### config.mk
export PLATFORM = sky130hd
export DESIGN_NAME = pipe_gen
export DESIGN_NICKNAME = d
export VERILOG_FILES = /design/src/rtl/pipe_gen.sv
export SDC_FILE = /design/constraint.sdc
export NUM_CORES = 1
export LEC_CHECK = 0
export CAP_MARGIN = 0
export CORE_MARGIN = 8
export CORE_UTILIZATION = 41
export CTS_BUF_LIST = sky130_fd_sc_hd__clkbuf_4
export DETAILED_ROUTE_END_ITERATION = 16
export DONT_BUFFER_PORTS = 1
export SLEW_MARGIN = 20
export SYNTH_ARGS = -nofsm -noshare
export SYNTH_HDL_FRONTEND = slang
export SYNTH_SLANG_ARGS = --single-unit
### constraint.sdc
create_clock -name clk -period 4.65 [get_ports clk]
set_clock_uncertainty 0.15 [all_clocks]
set_input_delay 0.465 -clock clk [delete_from_list [all_inputs] [get_ports clk]]
set_output_delay 0.465 -clock clk [all_outputs]
set_load 0.01 [all_outputs]
### src/rtl/pipe_gen.sv
// Scrolling pipe field for the 16x16 Flappy Bird matrix: 16 columns shift toward
// the bird (column 0) on each pipe tick, with new pipes spawned at column 15.
module pipe_gen #(
  parameter int          GAP_H   = 4,
  parameter int          PIPE_W  = 2,
  parameter int          SPACING = 6,
  parameter logic [7:0]  SEED    = 8'hA5
) (
  input  logic        clk,
  input  logic        reset,
  input  logic        clkP,
  input  logic        run,
  input  logic        gameover,
  input  logic [3:0]  col_sel,
  output logic [15:0] pipe,
  output logic [15:0] col_data,
  output logic        spawn
);

  localparam int R = 15 - GAP_H;

  typedef enum logic {
    ST_GAP  = 1'b0,
    ST_BODY = 1'b1
  } state_t;

  logic [15:0] col_q [16];
  logic [15:0] col_d [16];
  logic [15:0] pat_q, pat_d;
  logic [3:0]  spc_cnt_q, spc_cnt_d;
  logic [2:0]  w_cnt_q, w_cnt_d;
  logic [7:0]  lfsr_q, lfsr_d;
  logic        spawn_q, spawn_d;
  state_t      state_q, state_d;
  logic        adv_s;
  logic [15:0] new_col_s;

  function automatic logic [7:0] lfsr_next(input logic [7:0] l);
    return {l[6:0], l[7] ^ l[5] ^ l[4] ^ l[3]};
  endfunction

  // Fold the 4-bit random value into 0..R-1 so the gap never touches rows 0 or 15.
  function automatic logic [15:0] gap_pattern(input logic [7:0] l);
    logic [3:0]  c;
    logic [3:0]  r;
    logic [4:0]  lo;
    logic [15:0] mask;
    c = l[3:0];
    if (c >= 4'(R)) begin
      r = c - 4'(R);
    end else begin
      r = c;
    end
    lo   = {1'b0, r} + 5'd1;
    mask = ((16'd1 << GAP_H) - 16'd1) << lo;
    return ~mask;
  endfunction

  assign adv_s = clkP & run & ~gameover;

  // Next-state: column shift, spawn FSM, spacing/width counters and LFSR.
  always_comb begin
    col_d     = col_q;
    pat_d     = pat_q;
    spc_cnt_d = spc_cnt_q;
    w_cnt_d   = w_cnt_q;
    lfsr_d    = lfsr_q;
    state_d   = state_q;
    spawn_d   = 1'b0;
    new_col_s = 16'h0000;
    if (adv_s) begin
      case (state_q)
        ST_GAP: begin
          if (spc_cnt_q == 4'd0) begin
            new_col_s = gap_pattern(lfsr_q);
            pat_d     = new_col_s;
            lfsr_d    = lfsr_next(lfsr_q);
            spawn_d   = 1'b1;
            w_cnt_d   = 3'(PIPE_W - 1);
            if (PIPE_W > 1) begin
              state_d = ST_BODY;
            end else begin
              state_d = ST_GAP;
            end
          end else begin
            new_col_s = 16'h0000;
          end
        end
        ST_BODY: begin
          new_col_s = pat_q;
          w_cnt_d   = w_cnt_q - 3'd1;
          if (w_cnt_q == 3'd1) begin
            state_d = ST_GAP;
          end else begin
            state_d = ST_BODY;
          end
        end
        default: begin
          new_col_s = 16'h0000;
          state_d   = ST_GAP;
        end
      endcase
      if (spc_cnt_q == 4'(SPACING - 1)) begin
        spc_cnt_d = 4'd0;
      end else begin
        spc_cnt_d = spc_cnt_q + 4'd1;
      end
      for (int i = 0; i < 15; i++) begin
        col_d[i] = col_q[i + 1];
      end
      col_d[15] = new_col_s;
    end else begin
      spawn_d = 1'b0;
    end
  end

  // State registers; reset clears the field and reloads the LFSR seed.
  always_ff @(posedge clk or negedge reset) begin
    if (!reset) begin
      for (int i = 0; i < 16; i++) begin
        col_q[i] <= 16'h0000;
      end
      pat_q     <= 16'h0000;
      spc_cnt_q <= 4'd0;
      w_cnt_q   <= 3'd0;
      lfsr_q    <= SEED;
      state_q   <= ST_GAP;
      spawn_q   <= 1'b0;
    end else begin
      for (int i = 0; i < 16; i++) begin
        col_q[i] <= col_d[i];
      end
      pat_q     <= pat_d;
      spc_cnt_q <= spc_cnt_d;
      w_cnt_q   <= w_cnt_d;
      lfsr_q    <= lfsr_d;
      state_q   <= state_d;
      spawn_q   <= spawn_d;
    end
  end

  assign pipe     = col_q[0];
  assign col_data = col_q[col_sel];
  assign spawn    = spawn_q;

endmodule

== Yosys cells after proc, flatten, opt, wreduce, memory -nomap -nowiden ==
Cells that the tools add are included.
Word-level totals
  output and inout bits: 33
  register bits: 289
Cells by class
  muxes and demuxes: 17
  reductions and logical operators: 3
  $lt $le $gt $ge: 2
  shifts and indexed selects: 1
  equal/unequal tests: 3
  $add $sub $neg: 4
  bitwise logic cells: 9
Operator list (count)
  16-bit binary-select mux with 4-bit select: 1
  16-bit two-way mux: 3
  16-bit one-hot mux with 2 select lines: 1
  4-bit two-way mux: 5
  16-bit inverter: 1
  4-bit by 5-bit left shift with 16-bit output (first input constant): 1
  3-bit one-hot mux with 2 select lines: 1
  4-bit by 1-bit adder with 5-bit output (second input constant): 1
  5-bit >= comparator (second input constant): 1
  4-bit inverter with 5-bit output: 1
  4-bit by 1-bit adder with 4-bit output (second input constant): 1
  4-bit by 3-bit == test with 1-bit output (second input constant): 1
  4-bit >= comparator (second input constant): 1
  4-bit logical NOT: 1
  1-bit two-way mux: 4
  4-bit subtractor (second input constant): 1
  3-bit by 1-bit == test with 1-bit output (second input constant): 1
  3-bit two-way mux: 1
  3-bit AND reduction: 1
  3-bit by 1-bit subtractor with 3-bit output (second input constant): 1
  1-bit bitwise XOR: 3
  1-bit AND: 2
  2-bit inequality test (second input constant): 1
  1-bit inverter: 2
  2 further kinds: 2

== Logic depth before layout (Yosys ltp) ==
Gate-level depths: netlist of run 1.
  depth after elaboration: 10
  mapped depth: 12

== Least setup slack after synthesis of run 1 ==
OpenSTA, ideal clock, no wires.
  path type: flip-flop to flip-flop
  from: register lfsr_q[1]
  to: register col_q[12] in the netlist's numbering
  required time: 4.374 ns
  stages on the path, launching flop included: 12
  arrival time: 2.380 ns
  library setup time: 0.126 ns
  clock period less this slack: 2.656 ns
  path buffers: 1
  slack: 1.994 ns
  cells stage by stage: dfrtp_1 ha_1 o21ai_0 mux2_2 ha_1 inv_1 ha_1 clkbuf_1 nand2_1 o21ai_0 o21ai_0 a21oi_1
Between the ends
  cells in the longest elaborated chain, start to end: 10
  elaborated cells on any way between the ends: 11
  those cells by class: add/sub: 2; order compare: 1; shift: 1; mux: 6; bitwise: 1
RTL lines
  start, declared: line 32  | logic [7:0] lfsr_q, lfsr_d;
  start signal, assigned: line 136  | lfsr_q <= lfsr_d;
  4-bit subtractor or 4-bit >= comparator (tied branches): line 50, 49
  4-bit two-way mux (*): line 49  | if (c >= 4'(R)) begin
  4-bit two-way mux (*): line 74  | if (spc_cnt_q == 4'd0) begin
  4-bit two-way mux (*): line 72  | case (state_q)
  4-bit two-way mux (*): line 71  | if (adv_s) begin
  4-bit by 1-bit adder with 5-bit output (*): line 54  | lo = {1'b0, r} + 5'd1;
  4-bit by 5-bit left shift with 16-bit output (*): line 55  | mask = ((16'd1 << GAP_H) - 16'd1) << lo;
  16-bit inverter (*): line 56  | return ~mask;
  16-bit two-way mux (*): line 74
  16-bit one-hot mux with 2 select lines (*): line 72
  end signal, assigned by index: line 131  | col_q[i] <= col_d[i];
  end, declared: line 27  | logic [15:0] col_q [16];
Mark *: on every way between the ends. The rest lies on a longest branch, timed or not. The select of a mux whose other input is x is not followed.
A chain may end at the register's enable or synchronous reset.

== Worst setup path after layout of run 1 ==
  from: register lfsr_q[1]
  to: register col_q[14] in the netlist's numbering
The elaborated chain is that of the path after synthesis.

==> results of run 1 <==
-- state kept, by name, summed over array words and instances (netlist names) --
name       count
spawn          1
col_q        240
w_cnt_q        3
lfsr_q         8
state_q        1
spc_cnt_q      4
pat_q         16
pipe          16
-- stage by stage --
step	hold WS, ns	utilization [%]
2_1_floorplan	0.0194	-
3_3_place_gp	0.0483	41.8
3_5_place_dp	0.0462	41.8
4_1_cts	-0.710	45.0
5_1_grt	-0.681	45.0
6_report	-0.620	45.0
-- path summary, 6_finish.rpt --
path,start,end
worst max-delay path,lfsr_q[1],col_q[14]
worst min-delay path,reset,col_q[56]
worst max register to register,lfsr_q[1],col_q[14]
worst min register to register,col_q[80],col_q[96]
max in group asynchronous,reset,col_q[29]
min in group clk,gameover,pat_q[6]
-- layout by cell type, fill, tap and decap left out, types with 2 or more instances in the layout --
| cell | instances |
|---|---|
| clkbuf_4 | 128 |
| xnor2_1 | 6 |
| a31oi_1 | 8 |
| dfstp_2 | 4 |
| a31o_2 | 2 |
| buf_12 | 2 |
| ha_1 | 8 |
| clkinv_1 | 10 |
| a21oi_1 | 23 |
| nor2_1 | 17 |
| a211o_1 | 3 |
| and3_1 | 4 |
| buf_4 | 4 |
| mux2_2 | 2 |
| inv_2 | 2 |
| o21ai_0 | 30 |
| diode_2 | 2 |
| mux4_2 | 41 |
| nor2b_1 | 3 |
| and2_1 | 2 |
| nand3_1 | 6 |
| o31ai_1 | 2 |
| a21o_1 | 3 |
| nand2_1 | 767 |
| inv_1 | 7 |
| mux4_1 | 39 |
| dfrtp_1 | 285 |
-- power by group through the flow --
stage	Combinational [mW]	Sequential, mW	Clock, mW
finish	1.24	3.47	2.31
global route	1.43	3.55	2.54
CTS	1.26	3.47	2.41
detailed placement	1.25	3.52	0
global placement	1.22	3.50	0
floorplan	1.08	3.36	0
-- synthesized netlist by cell type (2+ instances only) --
master	instances
nor2b_1	3
o21ai_0	30
ha_1	8
clkbuf_1	63
a31oi_1	8
buf_1	9
mux4_2	41
xnor2_1	6
buf_6	5
a21o_1	3
buf_4	18
buf_2	4
nand2_1	767
nand3_1	6
dfrtp_1	285
a21oi_1	23
nor2_1	18
a31o_2	2
and3_1	4
and2_1	2
o31ai_1	2
mux2_2	2
dfstp_2	4
a211o_1	3
mux4_1	39
inv_1	7
-- per-layer routing --
layer / vias up / share of wire, % / wire, um
met4: 0 / 2.2 / 595
met5: - / 0 / 0
met3: 42 / 5.0 / 1370
li1: 4502 / - / -
met2: 198 / 45 / 12400
met1: 4464 / 48 / 13000
-- cell families after synthesis --
logic type | count (synthesis) | synth area share, %
AOI/OAI and AO/OA | 75 | 3.21
xor gates and xnor gates | 7 | 0.457
adders and majority gates | 8 | 0.746
buffers and inverters | 110 | 4.11
DFF | 289 | 53.9
muxes | 82 | 14.7
and+or+nand+nor | 805 | 22.9
-- area by class of cell --
cell class / count / area share (%)
Clock buffer: 128 / 6.59
Sequential cell: 289 / 49.7
Clock inverter: 13 / 0.524
Antenna cell: 2 / 0.0343
Inverter: 8 / 0.206
Multi-Input combinational cell: 977 / 38.7
Tap cell: 442 / 3.80
Timing Repair Buffer: 6 / 0.481
==> summary.md, run 1 <==
| Metric | Value |
|---|---|
| Switch share | 30.0% |
| Post-synthesis cell count | 1376 |
| GPL Wtd Cong | 0.745 |
| Met3 Use GR | approximately 3.4% |
| Max Root-Sink Buffers | 3 |
| Initial antenna violation count | 1 |
| Tmin final | 3.17 ns |
| FILL cells | 3087 |
| DR pass1 iterations | 5 |
| Syn_nets | 1393 |
| Cell accounting for the most synthesized area | dfrtp_1 |
| Peak VDD IR | 0.175 mV |
| DR iter-0 viols | 673 |
| Highest Clock Rate | 316 MHz |
| Clk pin slew, worst setup/hold paths | roughly 0.06 ns |
| Min-delay worst type | in2async |
| Layout cells sized above 1 | a little over an eighth |
| Hold_ws | -0.620 ns |
| Area Growth Syn to Fin | 8.60% |
| I/O pin cnt | 42 |
| Crit end category | flop |
| Core Rows | 66 |
| Final Non-Filler Cells | 1865 |
| Detailed Route WL | 27.4 mm |
| Clock sinks | 289 |
| NumNets Final | 1377 |
| Stages on worst setup path | 10 |
| Critical path class | reg2reg |
| Root Driver | clkbuf_4 |
| First-pass GRT wire length | 46.5 mm |
| Final TNS setup | 0 ns |
| Critical Path Source Type | flop |
| Yosys warning count | 0 |
| Synth area leaders | dfrtp_1, nand2_1, mux4_1 |
| Worst R2R Path Depth | 10 |
| Area after DPL | 13500 um^2 |
| Critical Path AT | roughly 3.6 ns |
| Routed len/inst | 14.7 um |
| GR peak layer | met2 |
| Chip height | 197 um |
| Slowest stage delay, CP | about 0.43 ns |
| Status | finished, violations left |
| WP data required | 5.10 ns |
| Pre-CTS WS | 1.51 ns |
| CP cell instances | ha_1 > o21ai_0 > mux2_2 > ha_1 > inv_1 > ha_1 > inv_1 > o21ai_0 > o21ai_0 > a21oi_1 |
| Pins over their slew limit | 0 |
| Fin crit share | 68.1% |
| Final Hold Viols | 289 |
| P per Cell Area | 482 nW/um^2 |
| Slowest cell on the critical path | dfrtp_1 |
| PostCTS Resize Cnt | 0 |
| Total congestion overflow | 0 |
| Pint | 4.91 mW |
| Static Leak | 7.78 nW |
| Core area | approximately 32000 um^2 |
| Routed vias | 9206 |
| Mapped Area | between 10000 and 15000 um^2 |
| Multi-input logic area | 5640 um^2 |
| M2 GR Usage | 21.3% |
| Syn avg cell area | just under 10 um^2 |
| Met1 usage in global routing | 20.6% |
| R2r setup slk | 1.48 ns |
| Antenna Nets Post-Route | 0 |
| # DRC | 0 |
| Final worst slack | 1.48 ns |
| Async SR Flop Fraction | 100% |
| GRT Overall Usage | 14.6% |
| Seq cells post-synth | 289 |
| Worst-margin pin slew | 0.875 ns |
| Worst-path fanout max | 13 |
| Max-cap check violation count | 0 |
| Post-route cell area | 14600 um^2 |
| # H-tree levels | 3 |
| Largest net degree at the start of global routing | 290 |
| Buffers on Ports | 0 |
| Overall power | 7.02 mW |
| Clk network pwr share | between 30% and 40% |
| Die W | 197 um |
| Placed Instances | 1722 |
| Failing checks | negative hold slack |
| Most used flip-flop cell after synthesis | dfrtp_1 |
| Cts bufs inserted | 78 |
| CTS tree | done |
| Initial cell density of the core | 41.5% |
| Vias in the first global route | 8954 |
| Register area | 7240 um^2 |
| Sequential area share after synthesis | a little over half |
| P_sw | 2.11 mW |
| Buffers & Inverters on Critical Path | 2 |
| Die ar. | 38800 um^2 |
| Worst slew margin | 41.7% |
| Endpoints failing setup | 0 |
| Comb pwr share | 17.7% |
| Setup Buffers After CTS | 0 |
| Flop pwr share | just under 50% |
| Cell family with most CP delay | compound AO/OA/AOI/OAI gates |
| Post-synth cell types | 40 |
| Post-synth EDFFs | 0 |
| Worst-skew pair later-pin latency | 0.68 ns |
| Vias/cell | approximately 5 |
| Post-synth top area share | between 50% and 60% |
| RSZ-0062 raised after global routing | no |
| Dpl hpwl | 15.1 mm |
(Power assumes the default switching activity.)
==> run 2: changes to the inputs <==
==> constraint.sdc (replaced) <==
create_clock -name clk -period 3 [get_ports clk]
set_clock_uncertainty 0.15 [all_clocks]
set_input_delay 0.3 -clock clk [delete_from_list [all_inputs] [get_ports clk]]
set_output_delay 0.3 -clock clk [all_outputs]
set_load 0.01 [all_outputs]
==> run 2 against run 1 <==
Net effect:
- critical endpoint is now col_q[13]
- combinational power increased by 67%
- sequential share of layout area is 0.11 points lower
- total power up 55%
- the flow still finishes with violations (negative hold slack)
- die area did not move
- fmax is 16% higher
- largest cell class unchanged
- register-to-register slack got worse by 1.2 ns
- critical path depth stayed put
- global-route usage is 0.091 points higher
- via count about the same
- hold slack got worse by 0.16 ns
- clock power is 50% higher
==> summary.md, run 2 (synthesis results as in run 1) <==
| Metric | Value |
|---|---|
| Reg with most FFs | col_q |
| Vias/cell | 4.95 (+0.18%) |
| Flop pwr share | 49.2% (-0.2 points) |
| Min-delay worst type | in2async |
| CP most frequent cell | ha_1 |
| Routed len/inst | 14.9 um (+1.4%) |
| Final Non-Filler Cells | 1860 (-0.27%) |
| Placed Instances | 1727 (+0.29%) |
| CP cell instances | ha_2 > o21ai_1 > mux2_2 > ha_1 > inv_1 > ha_1 > buf_4 > xnor2_2 > o21ai_0 > a21oi_1 |
| Status | finished, violations left |
| Core area | 32400 um^2 (unchanged) |
| Post-route cell area | 14600 um^2 (+0.23%) |
| Failing checks | negative hold slack |
| Max Root-Sink Buffers | 3 (unchanged) |
| Most frequent cells in the layout | nand2_1, dfrtp_1, clkbuf_4 |
| Most common cell after layout, fill and taps aside | nand2_1 |
| Critical path class | reg2reg |
| Endpoints failing setup | 0 (unchanged) |
| # H-tree levels | 3 (unchanged) |
| DR iter-0 viols | 746 (+11%) |
| Critical Path AT | 3.11 ns (-0.51 ns) |
| DR pass1 iterations | 5 (unchanged) |
| WP data required | 3.38 ns (-1.72 ns) |
| Buffers on Ports | 0 (unchanged) |
| Area after DPL | 13600 um^2 (+0.46%) |
| Max reg flops | 240 (unchanged) |
| Switch share | 29.8% (-0.23 points) |
| Vias in the first global route | 8968 (+0.16%) |
| Chip height | 197 um (unchanged) |
| GRT Overall Usage | 14.7% (+0.091 points) |
| # DRC | 0 (unchanged) |
| Worst-skew pair later-pin latency | 0.66 ns (-0.02 ns) |
| Peak VDD IR | 0.263 mV (+50%) |
| Worst-margin pin slew | 0.950 ns (+0.0752 ns) |
| GPL Wtd Cong | 0.744 (-0.13%) |
| Antenna Nets Post-Route | 0 (unchanged) |
| Slowest cell on the critical path | dfrtp_1 |
| Highest Clock Rate | 366 MHz (+16%) |
| Dpl hpwl | 15.4 mm (+1.7%) |
| Die W | 197 um (unchanged) |
| Clk network pwr share | 31.8% (-1.0 points) |
| Static Leak | 7.78 nW (about the same) |
| Slowest stage delay, CP | 0.43 ns (about the same) |
| Total congestion overflow | 0 (unchanged) |
| Post-CTS Hold Buffers | 1 |
| Worst slew margin | 36.7% (-5.0 points) |
| P per Cell Area | 745 nW/um^2 (+55%) |
| P_sw | 3.24 mW (+54%) |
| Final Hold Viols | 289 (unchanged) |
| Pint | 7.64 mW (+55%) |
| Die ar. | 38800 um^2 (unchanged) |
| Worst-path fanout max | 8 (-5) |
| Clock sinks | 289 (unchanged) |
| FILL cells | 3101 (+0.45%) |
| Pins over their slew limit | 0 (unchanged) |
| Crit end category | flop |
| Initial antenna violation count | 1 (unchanged) |
| Largest net degree at the start of global routing | 290 (unchanged) |
| Area Growth Syn to Fin | 8.85% |
| Cell family with most CP delay | adder cells |
| Cts bufs inserted | 77 (-1.3%) |
| Buffers & Inverters on Critical Path | 2 (unchanged) |
| Detailed Route WL | 27.7 mm (+1.1%) |
| NumNets Final | 1383 (+0.44%) |
| Comb pwr share | 19.0% (+1.3 points) |
| Core Rows | 66 (unchanged) |
| I/O pin cnt | 42 (unchanged) |
| Final TNS setup | 0 ns (unchanged) |
| Routed vias | 9198 (-0.087%) |
| Fin crit share | 91.0% (+23 points) |
| Layout cells sized above 1 | 13.2% (-0.10 points) |
| Hold_ws | -0.782 ns (-0.162 ns) |
| Clk pin slew, worst setup/hold paths | 0.06 ns (about the same) |
| Root Driver | clkbuf_4 |
| First-pass GRT wire length | 46.8 mm (+0.61%) |
| Initial cell density of the core | 41.5% (unchanged) |
| Max-cap check violation count | 0 (unchanged) |
| Critical Path Source Type | flop |
| CTS tree | done |
| RSZ-0062 raised after global routing | no |
| Tmin final | 2.73 ns (-0.437 ns) |
[run 2: layer usage]
layer | routed length, um | up-vias | GRT usage [%] | part of all wire (%)
met3 | 1180 | 18 | 3.27 | 4.3
met1 | 13300 | 4498 | 20.9 | 48
met4 | 246 | 0 | 4.65 | 0.89
met5 | 0 | - | 0 | 0
met2 | 12900 | 165 | 22.0 | 47
li1 | - | 4517 | - | -
[run 2: cell type report]
cell class | count | area, um^2 | share of cell area [%]
Sequential cell | 289 | 7240 | 49.6
Tap cell | 442 | 553 | 3.79
Clock buffer | 118 | 886 | 6.07
Multi-Input combinational cell | 977 | 5650 | 38.7
Clock inverter | 12 | 97.6 | 0.668
Timing Repair Buffer | 13 | 150 | 1.03
Inverter | 8 | 30.0 | 0.206
Antenna cell | 1 | 2.50 | 0.0171
[run 2: worst paths after layout]
kind | from | to | slack [ns] | cells after the start
worst min-delay path | reset | col_q[120] | -0.78 | 0
max in group asynchronous | reset | col_q[223] | 2.92 | 0
worst min register to register | col_q[35] | col_q[51] | 0.32 | 2
worst max register to register | lfsr_q[1] | col_q[13] | 0.27 | 10
min in group clk | run | col_q[14] | 0.09 | 5
worst max-delay path | lfsr_q[1] | col_q[13] | 0.27 | 10
[run 2: power by group through the flow]
stage	clock network, mW	registers (mW)	logic (mW)
after CTS	3.61	5.36	2.03
final	3.46	5.35	2.07
after global routing	3.83	5.47	2.37
after detailed placement	0	5.42	2.02
after floorplan	0	5.21	1.67
after global placement	0	5.38	1.96
[run 2: what timing repair did]
item,in CTS,in global routing
endpoints found under the setup margin,0,16
gates resized for setup,0,6
setup buffers,0,1
endpoints found under the hold margin,313,289
[run 2: worst register-to-register path, delay by kind of cell, from the launching register on]
family	cells	cell delay, ns
adder cells (fa/ha/maj)	3	0.75
XOR/XNOR	1	0.14
flip-flops	1	0.43
buffers and inverters	2	0.25
AO/OA/AOI/OAI	3	0.49
multiplexers	1	0.41
[run 2: per-stage QoR]
stage	utilization [%]	worst slack (ns)	hold WS, ns	total power [mW]
after floorplan	-	0.344	-0.146	6.88
after global placement	42.0	0.150	-0.117	7.34
after detailed placement	42.0	0.0819	-0.115	7.44
after CTS	45.1	0.0885	-0.864	11.0
after global routing	45.1	0.0226	-0.864	11.7
final	45.1	0.269	-0.782	10.9
==> run 3: changes to the inputs <==
--- a/config.mk
+++ b/config.mk
@@ -5,6 +5,7 @@
 export SDC_FILE = /design/constraint.sdc
 export NUM_CORES = 1
 export LEC_CHECK = 0
+export ABC_AREA = 1
 export CAP_MARGIN = 0
 export CORE_MARGIN = 8
 export CORE_UTILIZATION = 41
==> run 3 against run 2 <==
Net effect:
- the flow still finishes with violations (negative hold slack)
- via count rose by 15%
- worst setup slack improved by 0.024 ns
- non-clock buffer count rose by 3
- first-iteration DRC count rose by 14%
- critical endpoint is now col_data[10]
==> summary.md, run 3 <==
| Metric | Value |
|---|---|
| Post-synth top area share | 53.4% (+0.23 points) |
| Final Non-Filler Cells | 2087 (+12%) |
| RR Startpoint | lfsr_q[0] |
| Worst-margin pin slew | 0.811 ns (-0.139 ns) |
| Final Util | 45.0% (-0.078 points) |
| DR iter-0 viols | 847 (+14%) |
| NumNets Final | 1596 (+15%) |
| RSZ-0062 raised after global routing | no |
| Min-delay worst type | in2async |
| Critical Path Source Type | flop |
| WP data required | 2.55 ns (-0.83 ns) |
| Post-CTS Hold Buffers | 3 (+2) |
| Worst-path fanout max | 3 (-5) |
| Static Leak | 6.65 nW (-15%) |
| Initial cell density of the core | 41.4% (-0.072 points) |
| Vias in the first global route | 10233 (+14%) |
| Largest net degree at the start of global routing | 290 (unchanged) |
| Worst slew margin | 45.9% (+9.3 points) |
| Layout cells sized above 1 | 9.55% (-3.6 points) |
| GRT Overall Usage | 16.7% (+2.1 points) |
| Syn avg cell area | 8.30 um^2 (-15%) |
| Pins over their slew limit | 0 (unchanged) |
| Post-synth top cells | nand2_1, o21ai_0, dfrtp_1, inv_1, a21oi_1 |
| P per Cell Area | 750 nW/um^2 (+0.68%) |
| Worst-skew pair later-pin latency | 0.70 ns (+0.04 ns) |
| Antenna Nets Post-Route | 0 (unchanged) |
| Initial antenna violation count | 1 (unchanged) |
| # DRC | 0 (unchanged) |
| Seq cells post-synth | 289 (unchanged) |
| Post-synth cell types | 31 (-23%) |
| Endpoints failing setup | 0 (unchanged) |
| Most common cell after layout, fill and taps aside | nand2_1 |
| Vias/cell | 5.05 (+2.2%) |
| Placed Instances | 1933 (+12%) |
| Final Hold Viols | 289 (unchanged) |
| Cts bufs inserted | 83 (+7.8%) |
| Failing checks | negative hold slack |
| Root Driver | clkbuf_4 |
| Chip height | 197 um (-0.20%) |
| Clock sinks | 289 (unchanged) |
| Max-cap check violation count | 0 (unchanged) |
| Detailed Route WL | 31.8 mm (+15%) |
| Tmin final | 2.71 ns (-0.0242 ns) |
| Setup Buffers After CTS | 0 (unchanged) |
| Most used flip-flop cell after synthesis | dfrtp_1 |
| Dpl hpwl | 17.7 mm (+15%) |
| Buffers on Ports | 0 (unchanged) |
| Max Root-Sink Buffers | 3 (unchanged) |
| Yosys warning count | 0 (unchanged) |
| Overall power | 10.9 mW (+0.25%) |
| Synth area leaders | dfrtp_1, o21ai_0, nand2_1 |
| Max reg flops | 240 (unchanged) |
| Core Rows | 66 (unchanged) |
| Critical Path AT | 2.26 ns (-0.85 ns) |
| Die ar. | 38600 um^2 (-0.40%) |
| Total congestion overflow | 0 (unchanged) |
| Most frequent cells in the layout | nand2_1, o21ai_0, dfrtp_1 |
| Mapped Area | 13400 um^2 (-0.43%) |
| Routed vias | 10549 (+15%) |
| FILL cells | 3197 (+3.1%) |
| Final TNS setup | 0 ns (unchanged) |
| Cell accounting for the most synthesized area | dfrtp_1 |
| Status | finished, violations left |
| First-pass GRT wire length | 53.0 mm (+13%) |
| Critical path class | reg2out |
| CTS tree | done |
| Clk pin slew, worst setup/hold paths | 0.06 ns (about the same) |
| Reg with most FFs | col_q |
| Sequential area share after synthesis | 54.2% (+0.23 points) |
| DR pass1 iterations | 5 (unchanged) |
| Syn_nets | 1627 (+17%) |
| Post-synth EDFFs | 0 (unchanged) |
| Peak VDD IR | 0.295 mV (+12%) |
| Routed len/inst | 15.2 um (+2.3%) |
| Area Growth Syn to Fin | 8.85% (about the same) |
| Die W | 197 um (-0.20%) |
| I/O pin cnt | 42 (unchanged) |
| Fin crit share | 90.2% (-0.81 points) |
| Highest Clock Rate | 369 MHz (+0.89%) |
| Crit end category | primary output |
| GPL Wtd Cong | 0.735 (-1.2%) |
| Async SR Flop Fraction | 100% (unchanged) |
| Crit path launch | pipe[10] |
| Core area | 32300 um^2 (-0.25%) |
| Hold_ws | -0.850 ns (-0.0684 ns) |
| Most frequent cell after synthesis | nand2_1 |
| # H-tree levels | 3 (unchanged) |
| Post-synthesis cell count | 1610 (+17%) |
==> run 3: timing repair <==
action	CTS	global route
hold endpoints to repair	387	289
resized for setup	0	2
setup endpoints to repair	0	3
==> run 3: power breakdown <==
part           internal [mW]  leakage (nW)  switching (mW)
Clock                   2.10         0.656            1.67
Combinational          0.655          2.24            1.07
Sequential              4.81          3.75           0.602
Total                   7.57          6.65            3.34
==> run 3: area by class of cell <==
class	count	area [um^2]	share of cell area [%]
Antenna cell	1	2.50	0.0172
Sequential cell	289	7240	49.8
Clock buffer	127	953	6.56
Clock inverter	23	149	1.02
Multi-Input combinational cell	1036	4900	33.7
Tap cell	442	553	3.80
Timing Repair Buffer	16	169	1.16
Inverter	153	579	3.98
==> run 3: metal layers <==
layer	track usage [%]	up-vias	routed length [um]
met5	0	-	0
met1	21.9	5034	14700
li1	-	5271	-
met3	3.67	52	1310
met4	6.43	0	726
met2	26.9	192	15100
==> run 3: worst paths after layout <==
kind,to,cells past startpoint,slack (ns)
max in group asynchronous,lfsr_q[7],0,3.12
setup reg to reg,col_q[2],12,0.30
setup / recovery,col_data[10],5,0.29
hold reg to reg,col_q[47],2,0.33
hold / removal,pipe[3],0,-0.85
min in group clk,col_q[110],5,0.06
==> run 3: cell families (layout without fill, tap and decap cells) <==
kind of cell / after synthesis / after routing / share of synthesized area [%]
other: 0 / 1 / 0
DFF: 289 / 289 / 54.2
adders and majority gates: 8 / 8 / 0.749
and+or+nand+nor: 447 / 447 / 12.9
buffers and inverters: 285 / 319 / 9.20
AOI/OAI and AO/OA: 576 / 576 / 22.6
xor gates and xnor gates: 5 / 5 / 0.328
==> run 3: critical path, stage by stage (launching register included) <==
cell     delay (ns)
dfrtp_1        0.43
o21ai_0        0.26
nand2_1        0.08
o22ai_1        0.35
o21ai_0        0.23
buf_4          0.19
==> run 3: through the flow <==
stage | hold WS, ns | worst slack, ns | instance area, um^2
after floorplan | -0.146 | 0.395 | 13400
after global placement | -0.137 | 0.330 | 13400
after detailed placement | -0.137 | 0.286 | 13400
after CTS | -0.940 | 0.106 | 14500
after global routing | -0.939 | 0.0575 | 14500
final | -0.850 | 0.293 | 14500
